File: config.mk
export PLATFORM = sky130hd
export DESIGN_NAME = ps2_host_tx
export DESIGN_NICKNAME = d
export VERILOG_FILES = /design/src/rtl/ps2_host_tx.sv
export SDC_FILE = /design/constraint.sdc
export NUM_CORES = 1
export LEC_CHECK = 0
export ABC_AREA = 1
export CORE_MARGIN = 4
export CORE_UTILIZATION = 49
export CTS_CLUSTER_SIZE = 12
export DETAILED_ROUTE_END_ITERATION = 12
export MAX_ROUTING_LAYER = met4
export PLACE_DENSITY = 0.75
export SETUP_SLACK_MARGIN = 0.1
export SLEW_MARGIN = 20
export SYNTH_ARGS = -nofsm -noshare
export SYNTH_HDL_FRONTEND = slang
export SYNTH_SLANG_ARGS = --single-unit
File: constraint.sdc
create_clock -name clk_i -period 6.8 [get_ports clk_i]
set_clock_uncertainty 0.1 [all_clocks]
set_input_delay 0.68 -clock clk_i [delete_from_list [all_inputs] [get_ports clk_i]]
set_output_delay 0.68 -clock clk_i [all_outputs]
set_load 0.01 [all_outputs]
File: src/rtl/ps2_host_tx.sv
// ps2_host_tx: host-to-device PS/2 command transmitter with open-drain line enables
module ps2_host_tx #(
  parameter int INHIBIT_CYCLES = 10000,
  parameter int TIMEOUT_CYCLES = 2000000,
  parameter int FILTER_CYCLES  = 8
) (
  input  logic       clk_i,
  input  logic       rst_ni,
  input  logic [7:0] tx_data_i,
  input  logic       tx_valid_i,
  output logic       tx_ready_o,
  output logic       busy_o,
  output logic       tx_done_o,
  output logic       tx_err_o,
  output logic [1:0] err_code_o,
  input  logic       ps2_clk_i,
  input  logic       ps2_data_i,
  output logic       ps2_clk_oe_o,
  output logic       ps2_data_oe_o
);
  localparam int WW = $clog2(TIMEOUT_CYCLES + 1);
  localparam int IW = $clog2(INHIBIT_CYCLES + 1);
  localparam int FW = $clog2(FILTER_CYCLES + 1);
  typedef enum logic [2:0] {IDLE, INHIBIT, REQ, SHIFT, WAIT_IDLE, DONE} state_t;
  state_t        state_q;
  logic [1:0]    clk_s_q, dat_s_q, code_q;
  logic          filt_q, clk_oe_q, data_oe_q, ready_q, busy_q, done_q, err_q, nack_q;
  logic [FW-1:0] fcnt_q;
  logic [IW-1:0] inh_q;
  logic [WW-1:0] wd_q, wd_d;
  logic [8:0]    sh_q;
  logic [3:0]    n_q, n_d;
  logic          flip, fall, timeout;
  assign flip    = (clk_s_q[1] != filt_q) && (fcnt_q == FW'(FILTER_CYCLES - 1));
  assign fall    = flip && filt_q;
  assign wd_d    = wd_q + 1'b1;
  assign n_d     = (n_q == 4'd11) ? n_q : n_q + 4'd1;
  assign timeout = (state_q inside {REQ, SHIFT, WAIT_IDLE}) && (wd_d == WW'(TIMEOUT_CYCLES));
  // synchronize both lines and debounce the clock: it only flips after a full run of stable samples
  always_ff @(posedge clk_i or negedge rst_ni)
    if (!rst_ni) begin
      clk_s_q <= 2'b11;
      dat_s_q <= 2'b11;
      filt_q  <= 1'b1;
      fcnt_q  <= '0;
    end else begin
      clk_s_q <= {clk_s_q[0], ps2_clk_i};
      dat_s_q <= {dat_s_q[0], ps2_data_i};
      if (clk_s_q[1] == filt_q) fcnt_q <= '0;
      else if (flip) begin
        filt_q <= clk_s_q[1];
        fcnt_q <= '0;
      end else fcnt_q <= fcnt_q + 1'b1;
    end
  // transfer sequencer: inhibit, request, clock out 8 data + parity + stop, collect ack, watchdog
  always_ff @(posedge clk_i or negedge rst_ni)
    if (!rst_ni) begin
      state_q   <= IDLE;
      clk_oe_q  <= 1'b0;
      data_oe_q <= 1'b0;
      ready_q   <= 1'b1;
      busy_q    <= 1'b0;
      done_q    <= 1'b0;
      err_q     <= 1'b0;
      nack_q    <= 1'b0;
      code_q    <= 2'b00;
      sh_q      <= '0;
      n_q       <= '0;
      inh_q     <= '0;
      wd_q      <= '0;
    end else begin
      done_q <= 1'b0;
      if (state_q inside {REQ, SHIFT, WAIT_IDLE}) wd_q <= wd_d;
      if (timeout) begin
        state_q   <= DONE;
        clk_oe_q  <= 1'b0;
        data_oe_q <= 1'b0;
        done_q    <= 1'b1;
        err_q     <= 1'b1;
        code_q    <= 2'b01;
      end else
        case (state_q)
          IDLE:
            if (tx_valid_i) begin
              state_q  <= INHIBIT;
              sh_q     <= {~^tx_data_i, tx_data_i};
              code_q   <= 2'b00;
              n_q      <= '0;
              inh_q    <= '0;
              wd_q     <= '0;
              clk_oe_q <= 1'b1;
              ready_q  <= 1'b0;
              busy_q   <= 1'b1;
            end
          INHIBIT: begin
            inh_q <= inh_q + 1'b1;
            if (inh_q == IW'(INHIBIT_CYCLES - 2)) data_oe_q <= 1'b1;
            if (inh_q == IW'(INHIBIT_CYCLES - 1)) begin
              clk_oe_q <= 1'b0;
              state_q  <= REQ;
            end
          end
          REQ: state_q <= SHIFT;
          SHIFT:
            if (fall) begin
              n_q <= n_d;
              if (n_d <= 4'd9) begin
                data_oe_q <= ~sh_q[0];
                sh_q      <= sh_q >> 1;
              end else if (n_d == 4'd10) data_oe_q <= 1'b0;
              else begin
                nack_q  <= dat_s_q[1];
                state_q <= WAIT_IDLE;
              end
            end
          WAIT_IDLE:
            if (filt_q && dat_s_q[1]) begin
              state_q <= DONE;
              done_q  <= 1'b1;
              err_q   <= nack_q;
              code_q  <= nack_q ? 2'b10 : 2'b00;
            end
          DONE: begin
            state_q <= IDLE;
            err_q   <= 1'b0;
            ready_q <= 1'b1;
            busy_q  <= 1'b0;
          end
          default: state_q <= IDLE;
        endcase
    end
  assign tx_ready_o    = ready_q;
  assign busy_o        = busy_q;
  assign tx_done_o     = done_q;
  assign tx_err_o      = err_q;
  assign err_code_o    = code_q;
  assign ps2_clk_oe_o  = clk_oe_q;
  assign ps2_data_oe_o = data_oe_q;
endmodule

[After elaboration in Yosys (flattened, before gate mapping)]
Index checks and enable logic that the tools add are counted.
Cells by class
  add/subtract/negate cells: 4
  $lt $le $gt $ge: 1
  equal/unequal tests: 24
  multiplexer cells: 48
  bitwise gates (word level): 5
  reductions and logical operators: 25
Operator list (count)
  two-way mux 21 bit: 4
  == test 14 bit, second input constant: 2
  one-hot mux 14 bit (2 select lines): 1
  two-way mux 9 bit: 3
  adder 21 x 1 -> 21 bit, second input constant: 1
  == test 21 bit, second input constant: 1
  two-way mux 3 bit: 7
  two-way mux 4 bit: 5
  inequality test 3 bit, second input constant: 6
  one-hot mux 9 bit (2 select lines): 1
  one-hot mux 3 bit (5 select lines): 1
  nonzero test 3 bit: 5
  adder 14 x 1 -> 14 bit, second input constant: 1
  two-way mux 1 bit: 14
  two-way mux 14 bit: 1
  AND reduction 3 bit: 4
  one-hot mux 1 bit (2 select lines): 5
  AND reduction 5 bit: 2
  adder 4 x 1 -> 4 bit, second input constant: 2
  == test 4 bit, second input constant: 2
  two-way mux 2 bit: 4
  one-hot mux 4 bit (2 select lines): 1
  AND reduction 4 bit: 2
  XNOR reduction 8 bit: 1
  18 further kinds: 31
Word-level totals
  register bits: 69
  input port bits: 13
  output and inout port bits: 8
  word-level logic and storage cells: 124

[Longest topological paths before layout]
Gate-level depths: netlist of the first run.
  depth in word-level cells: 8
  depth in mapped cells: 17
  gate-level depth less buffers: 17

[Least setup slack after synthesis of the first run]
OpenSTA, ideal clock, no wires.
  kind: register to register
  start point: reg wd_q[0]
  end point: reg err_q (netlist: tx_err_o)
  library setup time: 121 ps
  data arrival time: 1941 ps
  data required time: 6579 ps
  path slack: 4638 ps
  cell stages (with the launch flop): 16
  buffers on the path: 1
  clock period less this slack: 2162 ps
  path through: dfrtp_1 -> ha_1 -> nand2_1 -> nor2_4 -> nand3_4 -> nor2_1 -> nor2_1 -> nor2_1 -> nand2_1 -> nor2_2 -> nand3_4 -> buf_2 -> nand3_1 -> nand2_1 -> nand2_1 -> o21ai_1
Between the ends
  longest elaborated chain between the ends: 5
  elaborated cells on any way between the ends: 7
  those cells by class: 1 x add/sub; 2 x eq/ne; 1 x mux; 3 x reduce/logical
Ends and longest elaborated chain
  from (decl): line 30  | logic [WW-1:0] wd_q, wd_d;
  from (signal assigned): line 73  | if (state_q inside {REQ, SHIFT, WAIT_IDLE}) wd_q <= wd_d;
  adder 21 x 1 -> 21 bit *: line 36  | assign wd_d = wd_q + 1'b1;
  == test 21 bit *: line 38  | assign timeout = (state_q inside {REQ, SHIFT, WAIT_IDLE}) && (wd_d == WW'(TIMEOUT_CYCLES));
  logical AND 1 bit *: line 38
  inequality test 3 x 2 -> 1 bit (no line) / nonzero test 3 bit (equally long branches)
  AND reduction 2 bit (no line)
  to (signal assigned): line 120  | err_q <= nack_q;
  to (decl): line 27  | logic filt_q, clk_oe_q, data_oe_q, ready_q, busy_q, done_q, err_q, nack_q;
Mark *: on every way between the ends. The rest lies on a longest branch, timed or not.
A chain may end at the register's enable or synchronous reset.

[Final worst setup path of the first run]
  start point: reg state_q[0]
  end point: reg state_q[0]
Between the ends
  longest elaborated chain between the ends: 5
  elaborated cells on any way between the ends: 16
  those cells by class: 10 x eq/ne; 2 x mux; 4 x reduce/logical
Ends and longest elaborated chain
  from (decl): line 25  | state_t state_q;
  from (signal assigned): line 58  | state_q <= IDLE;
  from (signal assigned): line 75  | state_q <= DONE;
  from (signal assigned): line 85  | state_q <= INHIBIT;
  == test 3 x 2 -> 1 bit / == test 3 bit (equally long branches): line 38, 82
  nonzero test 3 bit: line 38
  logical AND 1 bit: line 38
  inequality test 3 bit (no line) / inequality test 3 x 2 -> 1 bit (equally long branches)
  AND reduction 6 bit (no line)
Parallel ways exist; a longest one is shown, timed or not.

==> results of run 1 <==
[registers in the layout, summed over array words and instances, names as in the netlist]
name	flops
busy_o	1
clk_s_q	2
dat_s_q	2
err_code_o	2
fcnt_q	4
filt_q	1
inh_q	14
n_q	4
nack_q	1
ps2_clk_oe_o	1
ps2_data_oe_o	1
sh_q	9
state_q	3
tx_done_o	1
tx_err_o	1
tx_ready_o	1
wd_q	21
[per-layer routing]
metal	GRT usage	part of all wire	up-vias
met4	0.0630	0.011	0
met1	0.245	0.48	1611
met3	0.0425	0.042	11
li1	-	-	1800
met5	-	0	-
met2	0.302	0.47	69
[power groups by stage]
stage / combinational [mW] / clock, mW / sequential (mW)
floorplan: 0.570 / 0 / 0.642
global placement: 0.699 / 0 / 0.665
detailed placement: 0.719 / 0 / 0.668
CTS: 0.721 / 0.343 / 0.663
global route: 0.841 / 0.363 / 0.684
finish: 0.716 / 0.334 / 0.664
[layout make-up]
cell class / count / area, um2 / share of cell area
clock inverters: 6 / 63.8 / 0.0141
clock buffers: 10 / 128 / 0.0282
inverters: 64 / 240 / 0.0531
flip-flops and latches: 69 / 1730 / 0.384
multi-input cells: 400 / 2010 / 0.445
well taps: 102 / 128 / 0.0282
repair buffers: 23 / 218 / 0.0482
[final timing paths]
path | from | endpoint | slack, ns | depth (start not counted)
min in group asynchronous | rst_ni | wd_q[12] | 0.41 | 2
max in group asynchronous | rst_ni | err_code_o[1] | 5.61 | 2
setup reg to reg | state_q[0] | state_q[0] | 4.05 | 16
hold reg to reg | clk_s_q[0] | clk_s_q[1] | 0.26 | 0
setup / recovery | state_q[0] | state_q[0] | 4.05 | 16
hold / removal | clk_s_q[0] | clk_s_q[1] | 0.26 | 0
[cells by family (layout without fill, tap and decap cells)]
| group | Yosys count | after routing |
|---|---|---|
| and+or+nand+nor | 297 | 297 |
| AOI/OAI and AO/OA | 83 | 83 |
| DFF | 69 | 69 |
| adders and majority gates | 8 | 8 |
| xor gates and xnor gates | 12 | 12 |
| buffers and inverters | 74 | 103 |
[worst register-to-register path, delay by kind of cell (launching register included)]
| family | cells | cell delay, ns |
|---|---|---|
| flip-flops | 1 | 0.41 |
| buffers and inverters | 2 | 0.21 |
| AND/OR/NAND/NOR | 14 | 1.90 |
[placed cells by master (no fill, tap or decap), drive strengths merged, types with 2 or more instances in the layout]
cell type,n
a211oi,6
a21oi,26
buf,4
clkbuf,10
clkdlybuf4s50,19
clkinv,4
clkinvlp,2
dfrtp,63
dfstp,6
ha,8
inv,63
nand2,151
nand3,34
nand3b,2
nand4,11
nor2,77
nor3,16
nor3b,2
o21a,2
o21ai,40
o21bai,4
or2,2
xnor2,8
xor2,4
==> summary.md, run 1 <==
| Metric | Value |
|---|---|
| First-pass GRT wire length | `15.0 mm` |
| Sequential area share after synthesis | `0.430` |
| Seq cells post-synth | `69` |
| Critical Path End Type | `flip-flop` |
| Core area | `7850 um2` |
| Multiplexer share of the synthesized area | `0` |
| Placed cells | `658` |
| DIE AREA | `9740 um2` |
| Via density | `5.18` |
| Worst hold path class | `flip-flop to flip-flop` |
| Fin. max-slew vios | `0` |
| Sequential share of power | `0.387` |
| Pin count of the biggest net entering global routing | `70` |
| PwrDens | `379 nW/um2` |
| Final Cycle Share | `0.404` |
| Worst path max stage delay | `0.43 ns` |
| Synth Cell Area | `4030 um2` |
| Num Clock Sinks | `69` |
| Pre-Repair DR Iteration Count | `4` |
| Final hold slack | `0.258 ns` |
| Comb pwr share | `0.418` |
| Postcts setup bufs | `0` |
| Clock share of power | `0.195` |
| Number of I/O port buffers | `20` |
| Initial Utilization | `0.514` |
| TNS Setup | `0 ns` |
| Routed len/inst | `12.3 um` |
| Final nets | `588` |
| Starting DRT DRC Count | `191` |
| Worst-Skew Late Latency | `0.35 ns` |
| Worst-path fanout max | `25` |
| N_diodes | `0` |
| Top-area cell type share of the netlist area | `0.391` |
| Synth area leader | `dfrtp_1` |
| Vias in the first global route | `3,382` |
| CP startpoint kind | `flip-flop` |
| Worst Tran Pin Value | `0.865 ns` |
| Adder-cell share of the synthesized area | `0.0248` |
| Post-Synth Simple-Gate Area | `0.332` |
| Worst-path clk slew | `0.08 ns` |
| Switching share of power | `0.432` |
| Most numerous cell on the critical path | `nand2_1` |
| P_int | `974 uW` |
| MaxCap Viol Count | `0` |
| Final core utilization | `0.576` |
| GPL Wtd Cong | `0.834` |
| Synth cell count leaders | `146 x nand2_1, 67 x nor2_1, 63 x dfrtp_1` |
| Rel. slew slack | `0.423` |
| CP Buf/Inv Count | `2` |
| DRC | `0` |
| Post-synthesis instance total | `543` |
| RSZ-0062 raised after global routing | `no` |
| Hold buffer count at cts | `0` |
| Top cells by area, synth | `dfrtp_1 39%, nand2_1 14%, nor2_1 6.2%` |
| Max IR drop VDD | `0.201 mV` |
| Global Route Usage Sum | `0.191` |
| Syn Area/Cell | `7.42 um2` |
| Final WL | `8.27 mm` |
| Most frequent cell after synthesis | `nand2_1` |
| Setup violators final | `0` |
| Area after DPL | `4330 um2` |
| Async SR Flop Fraction | `1.00` |
| Static Leakage | `2.04 nW` |
| Largest family of logic cells by synthesized area | `simple AND/OR/NAND/NOR gates` |
| DRT antenna net count | `0` |
| Design area | `4520 um2` |
| Worst Path Arrival | `2.90 ns` |
| PostCTS Resize Cnt | `0` |
| Highest Clock Rate | `364 MHz` |
| Htree depth | `3` |
| Setup WS pre-CTS | `4.03 ns` |
| Layout cells sized above 1 | `0.0909` |
| Yosys warns | `0` |
| CP Class | `flip-flop to flip-flop` |
| Vias | `3,491` |
| Congestion Overflow GR | `0` |
| Min Tclk post-route | `2.75 ns` |
| CTS tree | `yes` |
| Synth-to-Final Area Change | `12.1%` |
| Setup WS post-layout | `4.05 ns` |
| Bufs on Longest Clock Path | `2` |
| CTS buffer count | `9` |
| Root Buffer | `clkbuf_8` |
| Initial antenna violation count | `0` |
| Die H | `98.7 um` |
| # IOs | `21` |
| Filler Cell Count | `751` |
| CP top delay family | `simple AND/OR/NAND/NOR gates` |
| Worst path required time | `6.95 ns` |
| Die X | `98.7 um` |
| NetSw | `740 uW` |
| Post-synthesis compound-gate area fraction | `0.115` |
| Total Power | `1.71 mW` |
| Yosys cell types | `43` |
| Syn_nets | `564` |
| Status | `finished, final reports clean` |
| Most used DFF post-synth | `dfrtp_1` |
| Post-synth EDFFs | `0` |
| Slowest-stage cell, CP | `nand2_2` |
| Fin. Hold Viols | `0` |
| CP Cell Sequence | `inv_1 -> nand3_1 -> nand2_2 -> nand2_1 -> nor2_1 -> nand2_1 -> nor2_1 -> nand2_1 -> nor2_2 -> nand3_4 -> nand3_1 -> nand2_1 -> inv_2 -> nand2_1 -> nand2_1 -> nand2_1` |
| Xor-xnor portion of the synthesized cell area | `0.0261` |
| Row cnt | `32` |
| Post-route insts no fill | `674` |
| Final HPWL DP | `5.85 mm` |
No activity file was read; power rests on OpenSTA's default activity.
==> run 2: changes to the inputs <==
--- a/config.mk
+++ b/config.mk
@@ -11,7 +11,7 @@
 export CTS_CLUSTER_SIZE = 12
 export DETAILED_ROUTE_END_ITERATION = 12
 export MAX_ROUTING_LAYER = met4
-export PLACE_DENSITY = 0.75
+export PLACE_DENSITY = 0.78
 export SETUP_SLACK_MARGIN = 0.1
 export SLEW_MARGIN = 20
 export SYNTH_ARGS = -nofsm -noshare
==> constraint.sdc (replaced) <==
create_clock -name clk_i -period 2.2 [get_ports clk_i]
set_clock_uncertainty 0.1 [all_clocks]
set_input_delay 0.22 -clock clk_i [delete_from_list [all_inputs] [get_ports clk_i]]
set_output_delay 0.22 -clock clk_i [all_outputs]
set_load 0.01 [all_outputs]
==> run 2 against run 1 <==
  * The run now ends with setup timing left
  * Sequential share of layout area down 5.8 points
  * Maximum frequency grew 15%
  * Critical path depth fell by 1
  * Global-route usage increased by 2.5 points
  * Routed wire length up 27%
  * Sequential power grew to 3.1 times the previous value
  * Clock-buffer cell count is the same
  * Critical path type unchanged
  * Critical endpoint unchanged
==> summary.md, run 2 (same netlist as run 1, synthesis figures left out) <==
| Metric | Value |
|---|---|
| Status | `finished, violations left (was finished, final reports clean)` |
| Failing checks | `setup timing` |
| Vias in the first global route | `3,770 (was 3,382)` |
| Via density | `5.34 (was 5.18)` |
| Final nets | `659 (was 588)` |
| Critical Path End Type | `flip-flop (unchanged)` |
| Pin count of the biggest net entering global routing | `70 (unchanged)` |
| CP Cell Sequence | `ha_4 -> nand2_4 -> nor2_4 -> nand3_4 -> nand2_1 -> nand2_1 -> nor2_1 -> nand2_1 -> nor2_4 -> nand3_4 -> o211ai_1 -> buf_4 -> nand2_1 -> nand2_1 -> nand2_1 (was inv_1 -> nand3_1 -> nand2_2 -> nand2_1 -> nor2_1 -> nand2_1 -> nor2_1 -> nand2_1 -> nor2_2 -> nand3_4 -> nand3_1 -> nand2_1 -> inv_2 -> nand2_1 -> nand2_1 -> nand2_1)` |
| First-pass GRT wire length | `16.9 mm (was 15.0 mm)` |
| MaxCap Viol Count | `0 (unchanged)` |
| Worst Path Arrival | `2.54 ns (was 2.90 ns)` |
| DRT antenna net count | `0 (unchanged)` |
| DIE AREA | `9740 um2 (unchanged)` |
| Core area | `7850 um2 (unchanged)` |
| Most common cell after layout, fill and taps aside | `nand2_1 (unchanged)` |
| Final HPWL DP | `6.66 mm (was 5.85 mm)` |
| CP startpoint kind | `flip-flop (unchanged)` |
| DRC | `0 (unchanged)` |
| Top reg by flops | `wd_q (unchanged)` |
| Fin. max-slew vios | `0 (unchanged)` |
| Layout cells sized above 1 | `0.260 (was 0.0909)` |
| Starting DRT DRC Count | `209 (was 191)` |
| Vias | `3,978 (was 3,491)` |
| Initial Utilization | `0.514 (unchanged)` |
| Static Leakage | `2.48 nW (was 2.04 nW)` |
| Worst-path fanout max | `5 (was 25)` |
| Max IR drop VDD | `0.768 mV (was 0.201 mV)` |
| CP Buf/Inv Count | `1 (was 2)` |
| Highest Clock Rate | `419 MHz (was 364 MHz)` |
| Synth-to-Final Area Change | `32.1% (was 12.1%)` |
| Worst-path clk slew | `0.09 ns (was 0.08 ns)` |
| CP Class | `flip-flop to flip-flop (unchanged)` |
| Setup violators final | `22 (was 0)` |
| Routed len/inst | `14.1 um (was 12.3 um)` |
| Fin. Hold Viols | `0 (unchanged)` |
| Bufs on Longest Clock Path | `2 (unchanged)` |
| Placed cells | `705 (was 658)` |
| Initial antenna violation count | `0 (unchanged)` |
| Worst hold path class | `input pin to flip-flop (was flip-flop to flip-flop)` |
| Crit. Startpoint | `wd_q[1] (was state_q[0])` |
| Filler Cell Count | `609 (was 751)` |
| Worst-Skew Late Latency | `0.36 ns (was 0.35 ns)` |
| Post-route insts no fill | `745 (was 674)` |
| Largest register FFs | `21 (unchanged)` |
| CP top delay family | `simple AND/OR/NAND/NOR gates (unchanged)` |
| Hold_sp | `ps2_clk_i (was clk_s_q[0])` |
| Min Tclk post-route | `2.39 ns (was 2.75 ns)` |
| Row cnt | `32 (unchanged)` |
| RR Startpoint | `wd_q[1] (was state_q[0])` |
| Setup WS post-layout | `-0.187 ns (was 4.05 ns)` |
| N_diodes | `0 (unchanged)` |
| Worst Tran Pin Value | `0.462 ns (was 0.865 ns)` |
| RSZ-0062 raised after global routing | `yes (was no)` |
| PwrDens | `1210 nW/um2 (was 379 nW/um2)` |
| Final Cycle Share | `1.09 (was 0.404)` |
| CTS buffer count | `9 (unchanged)` |
| Pre-Repair DR Iteration Count | `4 (unchanged)` |
| # IOs | `21 (unchanged)` |
| CTS tree | `yes (unchanged)` |
| Most numerous cell on the critical path | `nand2_1 (unchanged)` |
| Worst path max stage delay | `0.41 ns (was 0.43 ns)` |
| Slowest-stage cell, CP | `dfrtp_1 (was nand2_2)` |
| Congestion Overflow GR | `0 (unchanged)` |
| Rel. slew slack | `0.690 (was 0.423)` |
| Number of I/O port buffers | `20 (unchanged)` |
| Num Clock Sinks | `69 (unchanged)` |
| Commonest cells after routing, fill and taps aside | `131 x nand2_1, 66 x buf_4, 62 x dfrtp_1 (was 146 x nand2_1, 66 x nor2_1, 63 x dfrtp_1)` |
| TNS Setup | `-2.14 ns (was 0 ns)` |
| Worst path required time | `2.35 ns (was 6.95 ns)` |
| Global Route Usage Sum | `0.216 (was 0.191)` |
| GPL Wtd Cong | `0.896 (was 0.834)` |
| Die X | `98.7 um (unchanged)` |
| Registers with the most flip-flops | `wd_q (21), inh_q (14), sh_q (9) (unchanged)` |
| Root Buffer | `clkbuf_8 (unchanged)` |
| Die H | `98.7 um (unchanged)` |
| Htree depth | `3 (unchanged)` |
| Final WL | `10.5 mm (was 8.27 mm)` |
run 2: cell types whose count changed in the layout (fill, tap and decap cells not counted), sizes merged:
cell,previous run,this run
clkinvlp,2,3
bufinv,1,0
inv,63,65
buf,4,73
dlygate4sd3,0,1
nand3,34,35
clkinv,4,2
run 2: power breakdown:
| group | switching, mW | internal (mW) | total (mW) |
|---|---|---|---|
| logic | 1.93 | 1.49 | 3.43 |
| registers | 0.355 | 1.69 | 2.04 |
| clock network | 0.537 | 0.445 | 0.982 |
| total | 2.82 | 3.63 | 6.45 |
run 2: per-layer routing:
layer | global-route usage | wire length [um] | vias to the layer above
met1 | 0.269 | 4460 | 1884
met2 | 0.358 | 5360 | 110
met5 | - | 0 | -
met3 | 0.0368 | 409 | 28
met4 | 0.0767 | 263 | 0
li1 | - | - | 1956
run 2: final cells by class:
type | instances | area (um2) | share of cell area
Clock inverter | 6 | 45.0 | 0.00846
Multi-Input combinational cell | 401 | 2250 | 0.423
Clock buffer | 10 | 138 | 0.0259
Tap cell | 102 | 128 | 0.0240
Inverter | 64 | 240 | 0.0451
Sequential cell | 69 | 1740 | 0.326
Timing Repair Buffer | 93 | 786 | 0.148
run 2: path summary, 6_finish.rpt:
check	cells after the start	slack (ns)	endpoint
max in group asynchronous	3	1.34	filt_q
min in group asynchronous	3	0.31	wd_q[8]
worst max register to register	15	-0.19	state_q[0]
worst max-delay path	15	-0.19	state_q[0]
worst min register to register	0	0.26	clk_s_q[1]
worst min-delay path	1	0.17	clk_s_q[0]
run 2: metrics by stage:
step	instance area [um2]	hold slack, ns	setup WS [ns]	power [mW]	util
2_1_floorplan	4030	-0.176	0.0557	3.75	-
3_3_place_gp	4710	0.174	-0.0611	4.68	0.600
3_5_place_dp	4710	0.176	-0.151	4.79	0.600
4_1_cts	5050	0.163	-0.0898	5.97	0.643
5_1_grt	5320	0.169	-0.325	6.93	0.678
6_report	5320	0.170	-0.187	6.45	0.678
run 2: repair_timing:
action,4_1_cts,5_1_grt
setup endpoints to repair,26,32
pin swaps,17,24
endpoints found under the hold margin,63,0
gates resized for setup,19,54
cloned,1,0
buffers inserted,7,15
hold buffers,1,0
==> run 3: changes to the inputs <==
--- a/config.mk
+++ b/config.mk
@@ -8,6 +8,7 @@
 export ABC_AREA = 1
 export CORE_MARGIN = 4
 export CORE_UTILIZATION = 49
+export CTS_BUF_LIST = sky130_fd_sc_hd__clkbuf_16
 export CTS_CLUSTER_SIZE = 12
 export DETAILED_ROUTE_END_ITERATION = 12
 export MAX_ROUTING_LAYER = met4
==> constraint.sdc (replaced) <==
create_clock -name clk_i -period 2.2 [get_ports clk_i]
set_clock_uncertainty 0.1 [all_clocks]
set_input_delay 0.22 -clock clk_i [delete_from_list [all_inputs] [get_ports clk_i]]
set_output_delay 0.22 -clock clk_i [all_outputs]
set_load 0.005 [all_outputs]
==> run 3 against run 2 <==
  * The flow still finishes with violations (setup timing)
  * Global-route usage is 1.0 points higher
  * Combinational power rose by 11%
  * Core utilization up 3.7 points
  * Routed wire length increased by 13%
  * Flip-flop and latch count stayed put
  * Largest cell class unchanged
==> summary.md, run 3 (same netlist as run 1, synthesis figures left out) <==
| Metric | Value |
|---|---|
| Final HPWL DP | `6.66 mm (unchanged)` |
| Global Route Usage Sum | `0.227 (was 0.216)` |
| CTS buffer count | `9 (unchanged)` |
| Setup violators final | `24 (was 22)` |
| Total Power | `7.23 mW (was 6.45 mW)` |
| Filler Cell Count | `563 (was 609)` |
| Worst path required time | `2.37 ns (was 2.35 ns)` |
| DIE AREA | `9740 um2 (unchanged)` |
| N_diodes | `0 (unchanged)` |
| Worst hold path depth | `1 (unchanged)` |
| Htree depth | `3 (unchanged)` |
| Final hold slack | `0.189 ns (was 0.170 ns)` |
| Worst-path fanout max | `5 (unchanged)` |
| Final Cycle Share | `1.15 (was 1.09)` |
| Bufs on Longest Clock Path | `2 (unchanged)` |
| Cell count of the worst reg-to-reg path | `16 (was 15)` |
| Worst hold path class | `input pin to flip-flop (unchanged)` |
| Final nets | `665 (was 659)` |
| Layout cells sized above 1 | `0.288 (was 0.260)` |
| Critical Path End Type | `flip-flop (unchanged)` |
| Vias | `4,112 (was 3,978)` |
| Min Tclk post-route | `2.53 ns (was 2.39 ns)` |
| Worst Tran Pin Value | `0.399 ns (was 0.462 ns)` |
| DRT antenna net count | `0 (unchanged)` |
| CP startpoint kind | `flip-flop (unchanged)` |
| Highest Clock Rate | `396 MHz (was 419 MHz)` |
| Initial antenna violation count | `0 (unchanged)` |
| Worst Path Arrival | `2.70 ns (was 2.54 ns)` |
| Routed len/inst | `15.8 um (was 14.1 um)` |
| Commonest cells after routing, fill and taps aside | `122 x nand2_1, 63 x buf_4, 60 x dfrtp_1 (was 131 x nand2_1, 66 x buf_4, 62 x dfrtp_1)` |
| CP Class | `flip-flop to flip-flop (unchanged)` |
| Setup WS post-layout | `-0.327 ns (was -0.187 ns)` |
| Congestion Overflow GR | `0 (unchanged)` |
| Static Leakage | `2.59 nW (was 2.48 nW)` |
| Root Buffer | `clkbuf_16 (was clkbuf_8)` |
| Synth-to-Final Area Change | `39.2% (was 32.1%)` |
| Row cnt | `32 (unchanged)` |
| GPL Wtd Cong | `0.896 (unchanged)` |
| Top reg by flops | `wd_q (unchanged)` |
| Starting DRT DRC Count | `318 (was 209)` |
| Status | `finished, violations left (unchanged)` |
| First-pass GRT wire length | `17.5 mm (was 16.9 mm)` |
| Fin. max-slew vios | `0 (unchanged)` |
| CTS tree | `yes (unchanged)` |
| DRC | `0 (unchanged)` |
| Rel. slew slack | `0.732 (was 0.690)` |
| RSZ-0062 raised after global routing | `yes (unchanged)` |
| Most common cell after layout, fill and taps aside | `nand2_1 (unchanged)` |
| Num Clock Sinks | `69 (unchanged)` |
| Max IR drop VDD | `0.810 mV (was 0.768 mV)` |
| Core area | `7850 um2 (unchanged)` |
| Via density | `5.48 (was 5.34)` |
| Worst-Skew Late Latency | `0.34 ns (was 0.36 ns)` |
| Failing checks | `setup timing (unchanged)` |
| Pin count of the biggest net entering global routing | `70 (unchanged)` |
| Die H | `98.7 um (unchanged)` |
| MaxCap Viol Count | `0 (unchanged)` |
| # IOs | `21 (unchanged)` |
| Worst-path clk slew | `0.06 ns (was 0.09 ns)` |
| Vias in the first global route | `3,866 (was 3,770)` |
| PwrDens | `1290 nW/um2 (was 1210 nW/um2)` |
| Registers with the most flip-flops | `wd_q (21), inh_q (14), sh_q (9) (unchanged)` |
| Die X | `98.7 um (unchanged)` |
| Final WL | `11.9 mm (was 10.5 mm)` |
| Pre-Repair DR Iteration Count | `5 (was 4)` |
| Fin. Hold Viols | `0 (unchanged)` |
| Number of I/O port buffers | `20 (unchanged)` |
| Initial Utilization | `0.514 (unchanged)` |
| Largest register FFs | `21 (unchanged)` |
## run 3: layout make-up
type	count	area, um2	share of cell area
tap	102	128	0.0227
multi-input combinational	401	2320	0.414
timing repair buffer	99	910	0.162
clock inverter	7	48.8	0.00870
inverter	64	240	0.0428
sequential	69	1740	0.310
clock buffer	9	225	0.0401
## run 3: path summary, 6_finish.rpt
kind | startpoint | slack (ns) | endpoint
setup / recovery | wd_q[1] | -0.33 | state_q[2]
hold / removal | ps2_clk_i | 0.19 | clk_s_q[0]
setup reg to reg | wd_q[1] | -0.33 | state_q[2]
hold reg to reg | clk_s_q[0] | 0.25 | clk_s_q[1]
max in group asynchronous | rst_ni | 1.32 | dat_s_q[0]
min in group asynchronous | rst_ni | 0.32 | wd_q[8]
## run 3: timing repair
| item | CTS | global route |
|---|---|---|
| setup endpoints to repair | 26 | 29 |
| buffers inserted | 11 | 14 |
| hold buffers | 1 | 0 |
| gates resized for setup | 30 | 67 |
| gates cloned | 1 | 3 |
| endpoints found under the hold margin | 63 | 0 |
| pin swaps | 14 | 36 |
## run 3: metal layers
layer,GRT usage,vias to the layer above,wire (um)
li1,-,1959,-
met1,0.273,1976,4750
met2,0.368,139,6060
met3,0.0396,38,612
met4,0.111,0,433
met5,-,-,0
## run 3: critical path, stage by stage (launching register included)
cell,delay (ns)
dfrtp_1,0.41
ha_4,0.19
nand2_4,0.06
nor2_4,0.16
nand3_4,0.15
nor2_4,0.18
nand2_1,0.10
nand2_2,0.10
nand2_2,0.08
nor2_4,0.15
buf_4,0.14
buf_12,0.10
nand3_4,0.11
buf_6,0.15
nand3_1,0.08
nand3_1,0.10
nand2_1,0.10
## run 3: power by group
| group | leakage [nW] | internal (mW) | switching, mW |
|---|---|---|---|
| clock | 0.126 | 0.764 | 0.583 |
| combinational | 1.58 | 1.71 | 2.10 |
| sequential | 0.885 | 1.70 | 0.382 |
## run 3: metrics by stage
step,worst slack (ns),std cells,TNS [ns],instance area [um2],utilization
after floorplan,0.0570,543,0,4030,-
after global placement,-0.0611,705,-0.158,4710,0.600
after detailed placement,-0.151,705,-1.71,4710,0.600
after CTS,-0.0789,734,-1.07,5220,0.665
after global routing,-0.439,751,-8.88,5610,0.715
final,-0.327,751,-5.89,5610,0.715
